===== src/rtl/sr_flag_pkg.sv =====
// Shared types and constants for the SR flag arbiter: op and FSM encodings, error-counter width.
package sr_flag_pkg;

    typedef enum logic [1:0] {
        OP_HOLD = 2'b00,
        OP_CLR  = 2'b01,
        OP_SET  = 2'b10,
        OP_ILL  = 2'b11
    } op_e;

    typedef enum logic {
        ST_IDLE  = 1'b0,
        ST_GRANT = 1'b1
    } state_e;

    localparam int unsigned ERRCNT_W = 8;

    function automatic logic [ERRCNT_W-1:0] sat_inc(input logic [ERRCNT_W-1:0] v);
        return (v == '1) ? v : v + 1'b1;
    endfunction

endpackage


===== src/rtl/sr_flag_arbiter_if.sv =====
// Request/grant bus of the SR flag arbiter. err_cnt exists only with SR_FLAG_ARB_ERRCNT_EN.
interface sr_flag_arbiter_if
    import sr_flag_pkg::*;
#(
    parameter int unsigned NREQ  = 4,
    parameter int unsigned NFLAG = 8
);
    localparam int unsigned IW = $clog2(NFLAG);

    logic                  clr_all;
    logic [NREQ-1:0]       req_valid;
    logic [2*NREQ-1:0]     req_op;
    logic [IW*NREQ-1:0]    req_idx;
    logic [NREQ-1:0]       grant;
    logic [NFLAG-1:0]      flags;
    logic                  err;
    logic                  busy;
`ifdef SR_FLAG_ARB_ERRCNT_EN
    logic [ERRCNT_W-1:0]   err_cnt;

    modport master (
        output clr_all, req_valid, req_op, req_idx,
        input  grant, flags, err, busy, err_cnt
    );
    modport slave (
        input  clr_all, req_valid, req_op, req_idx,
        output grant, flags, err, busy, err_cnt
    );
`else
    modport master (
        output clr_all, req_valid, req_op, req_idx,
        input  grant, flags, err, busy
    );
    modport slave (
        input  clr_all, req_valid, req_op, req_idx,
        output grant, flags, err, busy
    );
`endif

endinterface


===== src/rtl/rr_arbiter.sv =====
// Combinational round-robin pick: first valid requester at or after ptr_i, wrapping around.
module rr_arbiter #(
    parameter  int unsigned NREQ = 4,
    localparam int unsigned PW   = $clog2(NREQ)
) (
    input  logic [NREQ-1:0] valid_i,
    input  logic [PW-1:0]   ptr_i,
    output logic [NREQ-1:0] winner_o,
    output logic [PW-1:0]   idx_o,
    output logic            any_o
);

    always_comb begin : p_sel
        int unsigned j;
        j        = 0;
        winner_o = '0;
        idx_o    = '0;
        any_o    = 1'b0;
        for (int unsigned off = 0; off < NREQ; off++) begin
            j = int'(ptr_i) + off;
            if (j >= NREQ) j = j - NREQ;
            if (!any_o && valid_i[j[PW-1:0]]) begin
                any_o              = 1'b1;
                winner_o[j[PW-1:0]] = 1'b1;
                idx_o              = j[PW-1:0];
            end
        end
    end

endmodule


===== src/rtl/sr_flag_arbiter.sv =====
// Round-robin arbitrated set/reset flag bank with a two-state IDLE/GRANT handshake.
// Optional saturating illegal-op counter enabled by SR_FLAG_ARB_ERRCNT_EN.
module sr_flag_arbiter
    import sr_flag_pkg::*;
#(
    parameter int unsigned NREQ  = 4,
    parameter int unsigned NFLAG = 8
) (
    input logic                clk,
    input logic                rst,
    sr_flag_arbiter_if.slave   bus
);

    localparam int unsigned IW = $clog2(NFLAG);
    localparam int unsigned PW = $clog2(NREQ);

    state_e            state_q, state_d;
    logic [PW-1:0]     ptr_q, ptr_d;
    logic [NFLAG-1:0]  flags_q, flags_d;
    logic [NREQ-1:0]   grant_q, grant_d;
    logic              err_q, err_d;
    logic              rdy_q;

    logic [NREQ-1:0]   win_oh;
    logic [PW-1:0]     win_idx;
    logic              win_any;
    op_e               win_op;
    logic [IW-1:0]     win_tgt;
    logic              start;

    rr_arbiter #(
        .NREQ (NREQ)
    ) u_rr (
        .valid_i  (bus.req_valid),
        .ptr_i    (ptr_q),
        .winner_o (win_oh),
        .idx_o    (win_idx),
        .any_o    (win_any)
    );

    always_comb begin
        win_op  = op_e'(bus.req_op[2*int'(win_idx) +: 2]);
        win_tgt = bus.req_idx[IW*int'(win_idx) +: IW];
    end

    // rdy_q holds off arbitration for the first edge after reset release.
    assign start = (state_q == ST_IDLE) && rdy_q && !bus.clr_all && win_any;

    always_ff @(posedge clk or negedge rst) begin
        if (!rst) state_q <= ST_IDLE;
        else      state_q <= state_d;
    end

    always_comb begin
        state_d = state_q;
        unique case (state_q)
            ST_IDLE:  state_d = start ? ST_GRANT : ST_IDLE;
            ST_GRANT: state_d = ST_IDLE;
            default:  state_d = ST_IDLE;
        endcase
    end

    always_comb begin
        flags_d = flags_q;
        grant_d = '0;
        err_d   = 1'b0;
        ptr_d   = ptr_q;
        if (start) begin
            grant_d = win_oh;
            ptr_d   = (win_idx == PW'(NREQ - 1)) ? '0 : win_idx + 1'b1;
            case (win_op)
                OP_CLR:  flags_d[win_tgt] = 1'b0;
                OP_SET:  flags_d[win_tgt] = 1'b1;
                OP_ILL:  err_d = 1'b1;
                default: ;
            endcase
        end
        // Clear wins over any op landing on the same edge.
        if (bus.clr_all) flags_d = '0;
    end

    always_ff @(posedge clk or negedge rst) begin
        if (!rst) begin
            ptr_q   <= '0;
            flags_q <= '0;
            grant_q <= '0;
            err_q   <= 1'b0;
            rdy_q   <= 1'b0;
        end else begin
            ptr_q   <= ptr_d;
            flags_q <= flags_d;
            grant_q <= grant_d;
            err_q   <= err_d;
            rdy_q   <= 1'b1;
        end
    end

    assign bus.grant = grant_q;
    assign bus.flags = flags_q;
    assign bus.err   = err_q;
    assign bus.busy  = (state_q == ST_GRANT);

`ifdef SR_FLAG_ARB_ERRCNT_EN
    logic [ERRCNT_W-1:0] errcnt_q;

    always_ff @(posedge clk or negedge rst) begin
        if (!rst)       errcnt_q <= '0;
        else if (err_d) errcnt_q <= sat_inc(errcnt_q);
    end

    assign bus.err_cnt = errcnt_q;
`endif

endmodule


===== src/flat_wrapper.sv =====
// flat-port wrapper written by rule: the top's interface ports become plain ports
module sr_flag_arbiter_flat import sr_flag_pkg::*;
#(
    parameter int unsigned NREQ  = 4,
    parameter int unsigned NFLAG = 8
)
  (clk, rst, bus_clr_all, bus_req_valid, bus_req_op, bus_req_idx, bus_grant, bus_flags, bus_err, bus_busy);
  sr_flag_arbiter_if #(.NREQ(NREQ), .NFLAG(NFLAG)) bus_i ();
  input logic clk;
  input logic rst;
  input wire logic [$bits(bus_i.clr_all)-1:0] bus_clr_all;
  input wire logic [$bits(bus_i.req_valid)-1:0] bus_req_valid;
  input wire logic [$bits(bus_i.req_op)-1:0] bus_req_op;
  input wire logic [$bits(bus_i.req_idx)-1:0] bus_req_idx;
  output wire logic [$bits(bus_i.grant)-1:0] bus_grant;
  output wire logic [$bits(bus_i.flags)-1:0] bus_flags;
  output wire logic [$bits(bus_i.err)-1:0] bus_err;
  output wire logic [$bits(bus_i.busy)-1:0] bus_busy;
  assign bus_i.clr_all = bus_clr_all;
  assign bus_i.req_valid = bus_req_valid;
  assign bus_i.req_op = bus_req_op;
  assign bus_i.req_idx = bus_req_idx;
  assign bus_grant = bus_i.grant;
  assign bus_flags = bus_i.flags;
  assign bus_err = bus_i.err;
  assign bus_busy = bus_i.busy;
  sr_flag_arbiter #(.NREQ(NREQ), .NFLAG(NFLAG)) u_core (.clk(clk), .rst(rst), .bus(bus_i));
endmodule

===== config.mk =====
export PLATFORM = sky130hd
export DESIGN_NAME = sr_flag_arbiter_flat
export DESIGN_NICKNAME = d
export VERILOG_FILES = /design/src/rtl/sr_flag_pkg.sv /design/src/rtl/sr_flag_arbiter_if.sv /design/src/rtl/rr_arbiter.sv /design/src/rtl/sr_flag_arbiter.sv /design/src/flat_wrapper.sv
export SDC_FILE = /design/constraint.sdc
export NUM_CORES = 1
export LEC_CHECK = 0
export CAP_MARGIN = 20
export CORE_ASPECT_RATIO = 1.4
export CORE_MARGIN = 8
export CORE_UTILIZATION = 50
export CTS_CLUSTER_DIAMETER = 80
export CTS_CLUSTER_SIZE = 16
export DETAILED_ROUTE_END_ITERATION = 10
export PLACE_DENSITY = 0.88
export SETUP_SLACK_MARGIN = 0.2
export SLEW_MARGIN = 15
export SYNTH_ARGS = -nofsm -noshare
export SYNTH_HDL_FRONTEND = slang
export SYNTH_SLANG_ARGS = --single-unit
export TNS_END_PERCENT = 30

===== constraint.sdc =====
create_clock -name clk -period 7.4 [get_ports clk]
set_clock_uncertainty 0.15 [all_clocks]
set_input_delay 1.11 -clock clk [delete_from_list [all_inputs] [get_ports clk]]
set_output_delay 1.11 -clock clk [all_outputs]
set_load 0.1 [all_outputs]

Yosys cells after proc, flatten, opt, wreduce, memory -nomap -nowiden
Cells that the tools add are included.

cells by class
  bitwise gates (word level) = 7
  add/subtract/negate cells = 8
  $lt $le $gt $ge = 14
  multiply operators = 1
  equality and inequality tests = 4
  shift operators = 2
  multiplexer cells = 43
  reduce and logical (&&, ||, !) cells = 18

operators with widths
  cell                                                        number
  2-to-1 mux 4 bit                                            5
  2-to-1 mux 2 bit                                            9
  2-to-1 mux 1 bit                                            16
  2-to-1 mux 8 bit                                            2
  one-hot mux 8 bit (2 select lines)                          1
  less-than comparator 2 x 3 -> 1 bit, second input constant  4
  bitwise OR 4 bit                                            3
  indexed part select 12 x 5 -> 3 bit                         1
  logical AND 1 bit                                           11
  >= comparator 3 bit, second input constant                  3
  bitwise AND 8 bit                                           1
  binary-select mux 1 bit (select 2 bit)                      4
  demux 1 bit (select 2 bit)                                  4
  >= comparator 2 x 1 -> 1 bit, second input constant         4
  inverter 8 bit                                              1
  bitwise OR 8 bit                                            1
  indexed part select 8 x 4 -> 2 bit                          1
  subtractor 2 x 1 -> 2 bit, second input constant            4
  adder 2 x 2 -> 3 bit, second input constant                 2
  == test 2 bit, second input constant                        3
  zero test 1 bit                                             4
  less-than comparator 3 x 4 -> 1 bit, second input constant  1
  multiplier 2 x 2 -> 4 bit, first input constant             1
  adder 2 x 1 -> 3 bit, second input constant                 1
  other kinds (10)                                            10

word-level totals
  output and inout bits = 14
  register bits after elaboration = 17
  word-level logic and storage cells = 103
  bits of input ports = 27

Logic depth before layout (Yosys ltp)
  word-level depth = 25
  depth in mapped cells = 13
  mapped depth without buffers = 11

By module
A second synthesis with hierarchy kept.

unflattened totals
  cells, all modules = 129
  area total of the unflattened synthesis = 1,388.8 µm²

by module, submodules not included
  module           area an instance (µm²)  seq. area each (µm²)  cells each  instances
  sr_flag_arbiter  967.2                   425.4                 84          1
  rr_arbiter       421.7                   0.0                   45          1

Least setup slack after synthesis
No wires, ideal clock.

  path type = input -> register
  start point = input bus_req_valid[3]
  end point = register u_core.flags_q[6] (netlist: u_core.bus.flags[6])
  path buffers = 1
  data arrival time = 3.598 ns
  cell stages on the path = 10
  data required time = 7.171 ns
  setup time = 0.079 ns
  slack = 3.572 ns
  cells stage by stage = mux4_2 -> buf_6 -> nor3_4 -> and2_4 -> nor4_2 -> a31oi_4 -> mux2_2 -> or3b_1 -> nor3_1 -> mux2i_1

on the way
  cells in the longest elaborated chain, start to end = 23
  elaborated cells between the ends (all ways) = 42
  those cells by class = mul (1); order compare (2); eq/ne (2); shift (2); mux (21); bitwise (3); reduce/logical (11)

RTL lines
  what                                     RTL line                                      text
  from (decl)                              flat_wrapper.sv:12                            input wire logic [$bits(bus_i.req_valid)-1:0] bus_req_valid;
  binary-select mux 1 bit (select 2 bit)   rr_arbiter.sv:22                              if (!any_o && valid_i[j[PW-1:0]]) begin
  2-to-1 mux 1 bit (implied by the code)   rr_arbiter.sv:22
  2-to-1 mux 1 bit                         rr_arbiter.sv:22
  zero test 1 bit                          rr_arbiter.sv:22
  logical AND 1 bit                        rr_arbiter.sv:22
  2-to-1 mux 1 bit                         rr_arbiter.sv:22
  zero test 1 bit                          rr_arbiter.sv:22
  logical AND 1 bit                        rr_arbiter.sv:22
  [... 7 more ...]                         --
  logical AND 1 bit (implied by the code)  sr_flag_arbiter.sv:72, sr_flag_arbiter.sv:73
  2-to-1 mux 1 bit (implied by the code)   sr_flag_arbiter.sv:72, sr_flag_arbiter.sv:73
  demux 1 bit (select 3 bit)               --
  inverter 8 bit (no source line)          --
  bitwise AND 8 bit (no source line)       --
  one-hot mux 8 bit (2 select lines)       sr_flag_arbiter.sv:71                         case (win_op)
  2-to-1 mux 8 bit                         sr_flag_arbiter.sv:68                         if (start) begin
  2-to-1 mux 8 bit                         sr_flag_arbiter.sv:79                         if (bus.clr_all) flags_d = '0;
  to (signal assigned)                     sr_flag_arbiter.sv:91                         flags_q <= flags_d;
  to (decl)                                sr_flag_arbiter.sv:19                         logic [NFLAG-1:0] flags_q, flags_d;

Parallel ways exist; a longest one is shown, timed or not. The select of a mux whose other input is x is not followed.
A chain may end at the register's enable or synchronous reset.

Worst setup path after layout
  start point = input bus_req_valid[2]
  end point = register u_core.flags_q[5] (netlist: u_core.bus.flags[5])

Same word-level chain as after synthesis.

==> implementation parameters <==
Parameter                              Value

Worst setup path
  Startpoint Class    input pin
  Type of element capturing the critical path    flip-flop
  Slowest cell delay on critical path    0.64 ns
  Depth of the worst register-to-register path    11
  Worst path arrival time    4.58 ns
  Most frequent cell on the critical path    sky130_fd_sc_hd__mux2i_1
  Critical path, cell by cell    clkdlybuf4s50_1 -> mux4_2 -> nor2b_2 -> nor2_2 -> o22ai_2 -> mux2i_1 -> mux2_4 -> xnor2_2 -> nor4_1 -> mux2i_1
  Required time of the critical path    7.42 ns
  Startpoint-to-endpoint class of the critical path    input pin to flip-flop
  Largest fanout on the critical path    11
  Critical-path top delay cell    sky130_fd_sc_hd__mux4_2

Global routing
  Remaining global-route overflow    0
  Number of antenna violations at the first check in global routing    0
  Gr usage total    15.1%
  Pin count of the biggest net entering global routing    18
  Number of global-route vias before repair    1,260
  First-pass GRT wire length    5780 µm

Floorplanning
  Cell row count    23
  Vertical die dimension    79.2 µm
  Number of primary I/O pins    41
  Starting density of the core    51.1%
  Core footprint    0.00279 mm²
  Area enclosed by the die boundary    0.00484 mm²
  Horizontal die dimension    61.1 µm

Yosys
  Fraction of the mapped netlist area in compound gates    10.7%
  Arithmetic-cell share of the synthesized area counting full adders, half adders and majority gates    7.02%
  Simple logic cell fraction of the synthesized area    21.5%
  Warnings from Yosys    0
  Parity-gate share of the synthesized area counting xor and xnor cells    2.37%
  Post-synthesis instance area    0.00143 mm²
  Number of synthesized register bits    17
  Number of instances in the synthesized netlist    137
  Count of distinct cell types in the synthesized netlist    41
  Synthesized area per cell    10.4 µm²
  Largest family of logic cells by synthesized area    multiplexers
  Fraction of the yosys area taken by sequential cells    29.8%
  Multiplexer share of the synthesized area    24.5%
  Number of nets in the synthesized netlist    172

Route
  Average wire length per cell after detail routing    16.5 µm
  First-pass DRT Iterations    4
  Iter 0 DRT Violations    23
  Vias per cell    5.65
  Remaining antenna violation count    0
  DR DRC count    0
  Final routed wirelength across all metal layers    3490 µm
  Detailed-route via count    1,193

Layout
  Number of inserted diodes    0
  Final std cell area, no fill    0.00188 mm²
  Final layout net count    210
  Area added between synthesis and finish    31.9%
  Fraction of final layout cells with drive strength greater than 1    13.2%
  Final standard cell utilization of the core    67.4%

Pwr
  Power density cells    423 mW/mm²
  Leakage power of the design    0.756 nW
  Worst IR Drop VDD    0.260 mV

STA
  Hold Fails Final Rpt    0
  Remaining max-slew budget at the tightest pin    33.9%
  Hold slack    0.399 ns
  Number of max-slew violations in the final report    0
  Setup TNS    0 ns
  Least-Margin Pin Slew    0.989 ns
  Tcrit/Tclk final    61.6%
  Setup violations, final    0
  Fin worst setup slack    2.84 ns
  Highest attainable clock frequency    219 MHz
  Setup repair after global routing missed its margin    no
  Shortest clock period the worst path allows after layout    4.56 ns

Clocking
  Count of H-tree levels built during CTS    1
  Clock-pin slew on the worst setup and hold paths    0.07 ns
  Hold_buf cts    0
  Number of sinks handled by clock tree synthesis    17
  Deepest clock path buffer count    2
  Clock tree from TritonCTS    built
  Setup Fix Bufs, Post-CTS    0
  Number of gates resized after cts    0
  Cts bufs inserted    3
  Later-pin clock latency in the skew report    0.26 ns
  Clk root buf    sky130_fd_sc_hd__clkbuf_8

Job
  # Max-Cap Violations    0

Min path
  Instance count along the most critical hold path    2
  Hold crit path type    flip-flop to flip-flop

Placed design
  Placed cell areas    0.00183 mm²
  Detailed placer's ending HPWL    2800 µm
  Pre-CTS WS    2.59 ns
  Routability-driven placement congestion ratio    0.840
  Number of port buffers    40

Outcome
  Status    complete, no violations
## flip-flops by register name (all words and copies together) (netlist names)
name,cells
u_core.bus.busy,1
u_core.bus.err,1
u_core.rdy_q,1
u_core.ptr_q,2
u_core.bus.flags,8
u_core.bus.grant,4
## report_power, final
group,switching (mW),internal [mW],total [mW]
logic,0.337,0.251,0.589
registers,0.0279,0.107,0.134
clock network,0.0343,0.0380,0.0723
total,0.400,0.396,0.795
## critical path: cells and delay by family
| family | cells | cell delay (ns) |
|---|---|---|
| muxes | 4 | 1.38 |
| and+or+nand+nor | 3 | 0.78 |
| AOI/OAI and AO/OA | 1 | 0.57 |
| buffers and inverters | 1 | 0.53 |
| xor gates and xnor gates | 1 | 0.20 |
## layout make-up
cell class / instances / area (µm²)
Clock buffer: 3 / 41.3
Clock inverter: 1 / 7.51
Fill cell: 231 / 910
Inverter: 4 / 15.0
Multi-Input combinational cell: 109 / 946
Sequential cell: 17 / 425
Tap cell: 37 / 46.3
Timing Repair Buffer: 40 / 400
## Yosys cell counts (all sizes together)
master | number | area share (%)
a22oi | 4 | 2.1
nor2b | 2 | 1.1
mux2i | 18 | 13
ha | 8 | 7.0
nand3 | 2 | 0.70
nor2 | 13 | 3.6
o22ai | 1 | 0.88
mux4 | 4 | 6.3
or3b | 2 | 1.2
nand2 | 5 | 1.3
nand2b | 10 | 4.4
a32o | 1 | 0.70
a21boi | 1 | 0.53
conb | 1 | 0.26
dfrtp | 17 | 30
and2 | 1 | 0.61
nor3 | 5 | 2.5
mux2 | 6 | 5.5
a21oi | 2 | 0.70
buf | 5 | 2.3
a221oi | 4 | 2.5
nor4b | 2 | 1.2
nor3b | 3 | 1.9
nand3b | 3 | 1.6
inv | 4 | 1.1
xnor2 | 3 | 2.4
nor4 | 2 | 1.3
a31oi | 2 | 1.9
clkbuf | 2 | 0.53
o21ai | 4 | 1.4
## path summary, 6_finish.rpt
| check | end | from | slack, ns |
|---|---|---|---|
| worst max-delay path | u_core.bus.flags[5] | bus_req_valid[2] | 2.84 |
| worst min-delay path | u_core.bus.flags[3] | u_core.bus.flags[3] | 0.40 |
| worst max register to register | u_core.bus.flags[5] | u_core.ptr_q[0] | 2.89 |
| worst min register to register | u_core.bus.flags[3] | u_core.bus.flags[3] | 0.40 |
| max in group asynchronous | u_core.bus.flags[4] | rst | 5.50 |
| min in group asynchronous | u_core.bus.flags[0] | rst | 1.14 |
## metal layers
metal	global-route usage, %	up-vias	share of wire [%]
li1	-	573	-
met1	15.2	581	36
met2	27.7	34	55
met3	3.55	5	7.0
met4	6.56	0	1.7
met5	0	-	0
## placed cells by master (no fill, tap or decap), drive strengths merged, types with 3 or more instances in the layout
cell type      instances
clkdlybuf4s50         40
inv                    4
nand3b                 3
nor3                   5
dfrtp                 17
clkbuf                 3
a221oi                 4
o21ai                  4
nor2                  13
nand2                  5
a22oi                  4
mux4                   4
mux2i                 18
ha                     8
nand2b                10
nor3b                  3
mux2                   6
xnor2                  3
## metrics by stage
stage | total power [mW] | cells
6_report | 0.795 | 211
2_1_floorplan | 0.629 | 137
3_3_place_gp | 0.707 | 207
3_5_place_dp | 0.728 | 207
4_1_cts | 0.800 | 211
5_1_grt | 0.854 | 211
## kinds of logic after synthesis
family / Yosys count
AOI/OAI and AO/OA: 19
xor gates and xnor gates: 3
adders and majority gates: 8
buffers and inverters: 11
DFF: 17
muxes: 28
other: 1
and+or+nand+nor: 50
Note: power is estimated with default switching activity, not from simulation.
